$ cat src/rtl/regfile_pkg.sv
// Shared types and default sizing for the parametrised register file.
package regfile_pkg;

    typedef enum logic {
        CLEAR = 1'b0,
        RUN   = 1'b1
    } regfile_state_e;

    localparam int DATA_W_DEF   = 64;
    localparam int NUM_REGS_DEF = 32;
    localparam int ZERO_REG_DEF = 31;

endpackage

$ cat src/rtl/regfile_clear_seq.sv
// Post-reset clear sequencer: walks every register index once, then raises ready.
// Also tracks the sticky write-dropped flag for writes requested before ready.
module regfile_clear_seq
    import regfile_pkg::*;
#(
    parameter int NUM_REGS = NUM_REGS_DEF,
    parameter int ADDR_W   = $clog2(NUM_REGS_DEF)
) (
    input  logic              clk,
    input  logic              srst,
    input  logic              reg_wr,
    output logic              ready,
    output logic              clr_we,
    output logic [ADDR_W-1:0] clr_idx,
    output logic              wr_dropped
);

    localparam logic [ADDR_W-1:0] LAST_IDX = ADDR_W'(NUM_REGS - 1);

    regfile_state_e    state_q, state_d;
    logic [ADDR_W-1:0] clr_idx_q, clr_idx_d;
    logic              wr_dropped_q, wr_dropped_d;

    always_ff @(posedge clk) begin
        state_q      <= state_d;
        clr_idx_q    <= clr_idx_d;
        wr_dropped_q <= wr_dropped_d;
    end

    always_comb begin
        state_d      = state_q;
        clr_idx_d    = clr_idx_q;
        wr_dropped_d = wr_dropped_q;
        clr_we       = 1'b0;
        if (srst) begin
            state_d      = CLEAR;
            clr_idx_d    = '0;
            wr_dropped_d = 1'b0;
        end else begin
            case (state_q)
                CLEAR: begin
                    clr_we    = 1'b1;
                    clr_idx_d = clr_idx_q + ADDR_W'(1);
                    if (clr_idx_q == LAST_IDX) begin
                        state_d   = RUN;
                        clr_idx_d = '0;
                    end
                    if (reg_wr) begin
                        wr_dropped_d = 1'b1;
                    end
                end
                RUN: begin
                    state_d = RUN;
                end
                default: begin
                    state_d   = CLEAR;
                    clr_idx_d = '0;
                end
            endcase
        end
    end

    assign ready      = (state_q == RUN);
    assign clr_idx    = clr_idx_q;
    assign wr_dropped = wr_dropped_q;

endmodule

$ cat src/rtl/reg_file_param.sv
// Parametrised 2-read/1-write register file with a hard-zero index and a
// post-reset clear sequence. Define REGFILE_BYPASS_EN to forward BusW to reads.
module reg_file_param
    import regfile_pkg::*;
#(
    parameter int DATA_W   = DATA_W_DEF,
    parameter int NUM_REGS = NUM_REGS_DEF,
    parameter int ADDR_W   = 5,
    parameter int ZERO_REG = ZERO_REG_DEF
) (
    input  logic              Clk,
    input  logic              Reset,
    input  logic [ADDR_W-1:0] RA,
    input  logic [ADDR_W-1:0] RB,
    input  logic [ADDR_W-1:0] RW,
    input  logic              RegWr,
    input  logic [DATA_W-1:0] BusW,
    output logic [DATA_W-1:0] BusA,
    output logic [DATA_W-1:0] BusB,
    output logic              Ready,
    output logic              WrDropped
);

    localparam logic [ADDR_W-1:0] ZERO_ADDR = ADDR_W'(ZERO_REG);

    logic              clr_we;
    logic [ADDR_W-1:0] clr_idx;
    logic              ready;
    logic              user_wr;

    logic              wr_en_d;
    logic [ADDR_W-1:0] wr_addr_d;
    logic [DATA_W-1:0] wr_data_d;

    logic [DATA_W-1:0] regs_q [NUM_REGS];

    logic [ADDR_W-1:0] rd_addr [2];
    logic [DATA_W-1:0] rd_data [2];

    regfile_clear_seq #(
        .NUM_REGS (NUM_REGS),
        .ADDR_W   (ADDR_W)
    ) u_clear_seq (
        .clk        (Clk),
        .srst       (Reset),
        .reg_wr     (RegWr),
        .ready      (ready),
        .clr_we     (clr_we),
        .clr_idx    (clr_idx),
        .wr_dropped (WrDropped)
    );

    // Reset wins over a same-cycle write; the array is about to be cleared anyway.
    assign user_wr = ready && !Reset && RegWr && (RW != ZERO_ADDR);

    always_comb begin
        wr_en_d   = 1'b0;
        wr_addr_d = RW;
        wr_data_d = BusW;
        if (clr_we) begin
            wr_en_d   = 1'b1;
            wr_addr_d = clr_idx;
            wr_data_d = '0;
        end else if (user_wr) begin
            wr_en_d = 1'b1;
        end
    end

    always_ff @(posedge Clk) begin
        if (wr_en_d) begin
            regs_q[wr_addr_d] <= wr_data_d;
        end
    end

    assign rd_addr[0] = RA;
    assign rd_addr[1] = RB;

    generate
        for (genvar gi = 0; gi < 2; gi++) begin : g_rd
            logic [DATA_W-1:0] data;
            always_comb begin
                data = '0;
                if (ready && (rd_addr[gi] != ZERO_ADDR)) begin
                    data = regs_q[rd_addr[gi]];
`ifdef REGFILE_BYPASS_EN
                    if (user_wr && (RW == rd_addr[gi])) begin
                        data = BusW;
                    end
`endif
                end
            end
            assign rd_data[gi] = data;
        end
    endgenerate

    assign BusA  = rd_data[0];
    assign BusB  = rd_data[1];
    assign Ready = ready;

endmodule

$ cat config.mk
export PLATFORM = sky130hd
export DESIGN_NAME = reg_file_param
export DESIGN_NICKNAME = d
export VERILOG_FILES = /design/src/rtl/regfile_pkg.sv /design/src/rtl/regfile_clear_seq.sv /design/src/rtl/reg_file_param.sv
export SDC_FILE = /design/constraint.sdc
export NUM_CORES = 2
export LEC_CHECK = 0
export BUFFER_PORTS_ARGS = -buffer_cell sky130_fd_sc_hd__buf_2
export CAP_MARGIN = 20
export CELL_PAD_IN_SITES_DETAIL_PLACEMENT = 1
export CELL_PAD_IN_SITES_GLOBAL_PLACEMENT = 1
export CORE_MARGIN = 2
export CORE_UTILIZATION = 50
export CTS_CLUSTER_SIZE = 25
export DETAILED_ROUTE_END_ITERATION = 7
export PLACE_DENSITY_LB_ADDON = 0.1
export SLEW_MARGIN = 20
export SYNTH_ARGS = -nofsm -noshare
export SYNTH_HDL_FRONTEND = slang
export SYNTH_SLANG_ARGS = --single-unit
$ cat constraint.sdc
create_clock -name Clk -period 12.65 [get_ports Clk]
set_clock_uncertainty 0.15 [all_clocks]
set_input_delay 1.8975 -clock Clk [delete_from_list [all_inputs] [get_ports Clk]]
set_output_delay 1.8975 -clock Clk [all_outputs]
set_load 0.005 [all_outputs]
=== Yosys cells after proc, flatten, opt, wreduce, memory -nomap -nowiden ===
Memories as Yosys holds them, arrays and structs flattened.
Index checks and enable logic that the tools add are counted.

* Logic and storage cells: 30
* Latch bits: 0
* Input port bits: 82
* Memories kept: 1
* Memory bits (read-only): 0
* Register bits: 7
* Output and inout bits: 130
* RAM bits: 2048

* $add $sub $neg: 1
* Order comparisons: 0
* Multipliers: 0
* Shift-type cells: 0
* Eq/ne operators: 4
* Divide/modulo/power cells: 0
* Bitwise operators: 1
* Reductions and logical operators: 7
* Muxes and demuxes: 13

{| class="wikitable"
|+ Memories
! name !! depth !! bits a word !! read ports !! clocked after memory_dff !! write ports !! line !! source
|-
| regs_q || 32 || 64 || 2 || 0 || 1 || reg_file_param.sv:35 || <nowiki>logic [DATA_W-1:0] regs_q [NUM_REGS];</nowiki>
|}

{| class="wikitable"
|+ Operator list
! cell !! count
|-
| $mux 64 || 3
|-
| $ne 5x5->1 const B || 3
|-
| $mux 5 || 2
|-
| $mux 1 || 7
|-
| $add 5x1->5 const B || 1
|-
| $eq 5x5->1 const B || 1
|-
| $logic_and 1x1->1 || 5
|-
| $pmux 1 s2 || 1
|-
| $reduce_and 2->1 || 1
|-
| $logic_not 1->1 || 1
|-
| $not 1->1 || 1
|}

=== Logic depth before layout (Yosys ltp) ===
* Depth in word-level cells: 8
* Gate-level depth with buffers: 9
* Mapped depth without buffers: 6

=== By module ===
A second synthesis with hierarchy kept.

* Cells, all modules: 4838
* Area total of the unflattened synthesis: 94809.7 µm²

{| class="wikitable"
|+ By module, submodules not included
! module !! cells each !! seq. area each (µm²) !! instances !! area each (µm²)
|-
| reg_file_param || 4804 || 61499.0 || 1 || 94493.1
|-
| regfile_clear_seq || 34 || 140.1 || 1 || 316.6
|}

=== Worst setup path after synthesis ===
OpenSTA, ideal clock, no wires.

* Path kind: input to register
* From: in Reset
* To: mem regs_q[12][0] (netlist bit) (enable)
* Setup time: 0.486 ns
* Path slack: 6.397 ns
* Arrival: 5.617 ns
* Buffers on the path: 1
* Data required time: 12.014 ns
* Cell stages on the path: 5
* Cell sequence: nor2_1 -> clkbuf_1 -> mux2i_1 -> nand2_1 -> nor2_1

* Longest elaborated chain between the ends: 8
* Elaborated cells between the ends (all ways): 10
* Classes of those cells: mux: 6; reduce/logical: 4

{| class="wikitable"
|+ RTL lines
! item !! line !! source
|-
| from (decl) || reg_file_param.sv:12 || <nowiki>input logic Reset,</nowiki>
|-
| $logic_not 1->1 || reg_file_param.sv:54 || <nowiki>assign user_wr = ready && !Reset && RegWr && (RW != ZERO_ADDR);</nowiki>
|-
| $logic_and 1x1->1 (3 in a row) || reg_file_param.sv:54 ||
|-
| $mux 1 || reg_file_param.sv:64 || <nowiki>end else if (user_wr) begin</nowiki>
|-
| $mux 1 || reg_file_param.sv:60 || <nowiki>if (clr_we) begin</nowiki>
|-
| $mux 1 || reg_file_param.sv:70 || <nowiki>if (wr_en_d) begin</nowiki>
|-
| $mux 1 (implied by the code) || reg_file_param.sv:71 || <nowiki>regs_q[wr_addr_d] <= wr_data_d;</nowiki>
|-
| to (decl) || reg_file_param.sv:35 ||
|}

Several ways; a longest one is shown, not always the timed one.

=== Final worst setup path ===
* From: in RB[0]
* To: out BusB[26]

* Longest elaborated chain between the ends: 3
* Elaborated cells between the ends (all ways): 4
* Classes of those cells: eq/ne: 1; mux: 1; reduce/logical: 1; memory: 1

{| class="wikitable"
|+ RTL lines
! item !! line !! source
|-
| from (decl) || reg_file_param.sv:14 || <nowiki>input logic [ADDR_W-1:0] RB,</nowiki>
|-
| branches (longest 2 deep; another with $mem_v2 32x64) || - ||
|-
| $mux 64 (*) || reg_file_param.sv:83 || <nowiki>if (ready && (rd_addr[gi] != ZERO_ADDR)) begin</nowiki>
|-
| to (decl) || reg_file_param.sv:19 || <nowiki>output logic [DATA_W-1:0] BusB,</nowiki>
|}

Every way passes the cells marked *.

==> flow_metrics.env <==
export IMPL_status="finished, violations left"
export IMPL_violations="DRC"
export IMPL_path_clk_slew_ns=0.06
export IMPL_routed_via_density=7.26
export IMPL_synth_flop_cell="edfxtp_1"
export IMPL_postLayoutCellArea_sq_um=105000
export IMPL_cts_buffers=214
export IMPL_drive_gt1_frac=0.304
export IMPL_cts_resized=0
export IMPL_hpwl_mm=162
export IMPL_die_y_microns=439
export IMPL_wl_per_cell_microns=41.1
export IMPL_synth_edf_count=2048
export IMPL_route_met2_wl_mm=153
export IMPL_min_period_over_period=0.630
export IMPL_critPathLaunchType="primary input"
export IMPL_maxCapViolCount=0
export IMPL_synthAdderAreaFrac=0.000265
export IMPL_wirelength_mm=315
export IMPL_avgSynthCellArea_sq_um=19.6
export IMPL_tightestPinTransition_ns=1.14
export IMPL_synth_seq_cells=2055
export IMPL_critPathLaunch="RB[0]"
export IMPL_die_area_sq_um=193000
export IMPL_power_density_nw_per_um2=141
export IMPL_dr_max_layer_used="met5"
export IMPL_antennaDiodeCount=0
export IMPL_maxSlewViolCount=0
export IMPL_vias=55800
export IMPL_yosys_area_share_simple=0.00833
export IMPL_fmax_ghz=0.126
export IMPL_power_leakage_uw=0.0343
export IMPL_insertion_delay_ns=0.83
export IMPL_arrival_ns=5.92
export IMPL_hold_slack_ns=0.344
export IMPL_layout_nets=5088
export IMPL_hp_class="reg2reg"
export IMPL_setup_viol=0
export IMPL_synth_compound_area_frac=0.0766
export IMPL_dpl_cell_area_sq_um=98500
export IMPL_area_growth_pct=11.5
export IMPL_ir_drop_mv=0.132
export IMPL_ios=212
export IMPL_synth_area_sq_um=94500
export IMPL_worst_slack_ns=4.68
export IMPL_antenna_found_initial=7
export IMPL_drcViolationCount=12
export IMPL_cts_sinks=2055
export IMPL_period_minus_slack_ns=7.97
export IMPL_hold_viol=0
export IMPL_synth_top_family_by_area="multiplexers"
export IMPL_syn_inst=4824
export IMPL_cts_tree="yes"
export IMPL_yosysWarnings=0
export IMPL_cp_required_ns=10.60
export IMPL_dr_pass1_iters=7
export IMPL_drtIter0Drc=7067
export IMPL_rsz0062_at_grt="false"
export IMPL_overflow=0
export IMPL_crit_path_end_kind="output pin"
export IMPL_seq_area_frac_synth=0.652
export IMPL_clk_path_buf_depth=3
export IMPL_grt_usage=0.326
export IMPL_place_ws_ns=4.63
export IMPL_port_buffers=211
export IMPL_cts_root_buf="clkbuf_16"
export IMPL_fin_tns_setup_ns=0
export IMPL_total_power_uw=14900
export IMPL_grt_pass1_vias=58600
export IMPL_core_area_sq_um=188000
export IMPL_synth_xor_area_frac=0
export IMPL_postCtsSetupRepairBufs=0
export IMPL_synth_mux_area_frac=0.239
export IMPL_die_w_microns=439
export IMPL_start_util=0.503
export IMPL_slew_headroom=0.233
export IMPL_h_tree_depth=4
export IMPL_met3WireLength_mm=26.8
export IMPL_syn_num_nets=4908
export IMPL_wl_met1_mm=124
export IMPL_crit_type="in2out"
export IMPL_grt_pass1_wl_mm=443
export IMPL_synth_distinct_cells=46
export IMPL_placementRows=159
export IMPL_reg2reg_from="u_clear_seq.ready"
export IMPL_holdBufCountCts=0
export IMPL_ant_nets=0
export IMPL_hold_path_startpoint="u_clear_seq.wr_dropped"
export IMPL_grt_max_degree=123
export IMPL_async_flop_share=0
export IMPL_gp_congestion=0.764
export IMPL_crit_fanout=65
metrics by stage:
stage,utilization,cells
after floorplan,-,4824
after global placement,0.524,7277
after detailed placement,0.525,7281
after CTS,0.560,7677
after global routing,0.561,7679
final,0.561,7679
sequential cells by signal, summed over array words and instances (netlist names):
name	cells
regs_q	2048
u_clear_seq.clr_idx	5
u_clear_seq.ready	1
u_clear_seq.wr_dropped	1
kinds of logic after synthesis:
logic type,Yosys count
buf+inv,421
simple gates,147
fa+ha+maj,2
flops,2055
mux,1290
compound gates,909
placed cells by master (no fill, tap or decap), drive strengths merged:
master / netlist / routed
edfxtp: 2048 / 2048
mux4: 768 / 768
mux2i: 521 / 521
buf: 209 / 382
clkbuf: 211 / 275
a21oi: 132 / 132
o22ai: 128 / 128
o221ai: 127 / 127
a22oi: 127 / 127
a22o: 127 / 127
a211oi: 127 / 127
a2111oi: 127 / 127
clkinv: 0 / 98
nor2b: 68 / 68
nor2: 44 / 44
nand2: 14 / 14
bufinv: 0 / 14
inv: 1 / 10
dfxtp: 7 / 7
o21ai: 6 / 6
nand3b: 5 / 5
nand3: 4 / 4
nand2b: 3 / 3
a31oi: 2 / 2
a21o: 2 / 2
or4b: 2 / 2
nor3: 2 / 2
ha: 2 / 2
clkinvlp: 0 / 2
a211o: 1 / 1
o211a: 1 / 1
mux2: 1 / 1
or4: 1 / 1
o31ai: 1 / 1
a311o: 1 / 1
nand4b: 1 / 1
or2: 1 / 1
and3: 1 / 1
nand4: 1 / 1
final timing paths:
check                           endpoint  slack (ns)  depth (start not counted)
setup / recovery                BusB[26]        4.68                          8
hold / removal    u_clear_seq.wr_dropped        0.34                          2
setup reg to reg           regs_q[8][32]        7.66                          8
hold reg to reg   u_clear_seq.wr_dropped        0.34                          2
Yosys cell counts (2+ instances only):
master / number / area share
buf_2: 86 / 0.0046
edfxtp_1: 2048 / 0.65
a31oi_1: 2 / 0.00013
nor2_1: 43 / 0.0017
a22o_1: 127 / 0.012
mux4_1: 12 / 0.0033
nand3_1: 4 / 0.00021
a2111oi_1: 34 / 0.0036
buf_4: 69 / 0.0055
buf_8: 4 / 0.00064
clkbuf_1: 211 / 0.0084
o21ai_0: 4 / 0.00021
buf_6: 36 / 0.0043
o21ai_2: 2 / 0.00019
mux2i_1: 521 / 0.055
a2111oi_0: 50 / 0.0046
a21oi_1: 132 / 0.0070
a211oi_2: 24 / 0.0032
nor2b_1: 68 / 0.0045
nand3b_1: 5 / 0.00040
a21o_1: 2 / 0.00016
a22oi_1: 127 / 0.010
or4b_2: 2 / 0.00021
o22ai_1: 128 / 0.0085
mux4_2: 756 / 0.18
nor3_1: 2 / 0.00011
o221ai_1: 127 / 0.012
dfxtp_1: 7 / 0.0015
a211oi_1: 103 / 0.0082
buf_1: 14 / 0.00056
nand2_1: 14 / 0.00056
nand2b_1: 3 / 0.00020
ha_1: 2 / 0.00026
a2111oi_2: 43 / 0.0068
area by class of cell:
type	instances	area [sq um]
timing repair buffer	384	2760
fill	16300	82400
sequential	2055	61600
multi-input combinational	2348	31200
clock buffer	273	5710
inverter	1	3.75
clock inverter	123	960
tap	2495	3120
power breakdown:
group / leakage [uW] / switching [uW] / internal (uW)
clock: 0.00327 / 2680 / 3450
combinational: 0.0122 / 711 / 429
sequential: 0.0188 / 26.0 / 7560
metal layers:
metal / global-route usage / vias up
li1: - / 21600
met1: 0.453 / 30500
met2: 0.526 / 3072
met3: 0.0527 / 635
met4: 0.119 / 4
met5: 0 / -
worst max-delay path, stage by stage:
cell       delay, ns
buf_8           0.62
buf_4           0.64
buf_4           0.81
mux4_2          0.59
a22o_1          0.24
a2111oi_0       0.65
a211oi_1        0.16
buf_2           0.18
Power figures use the tool's default switching activity.
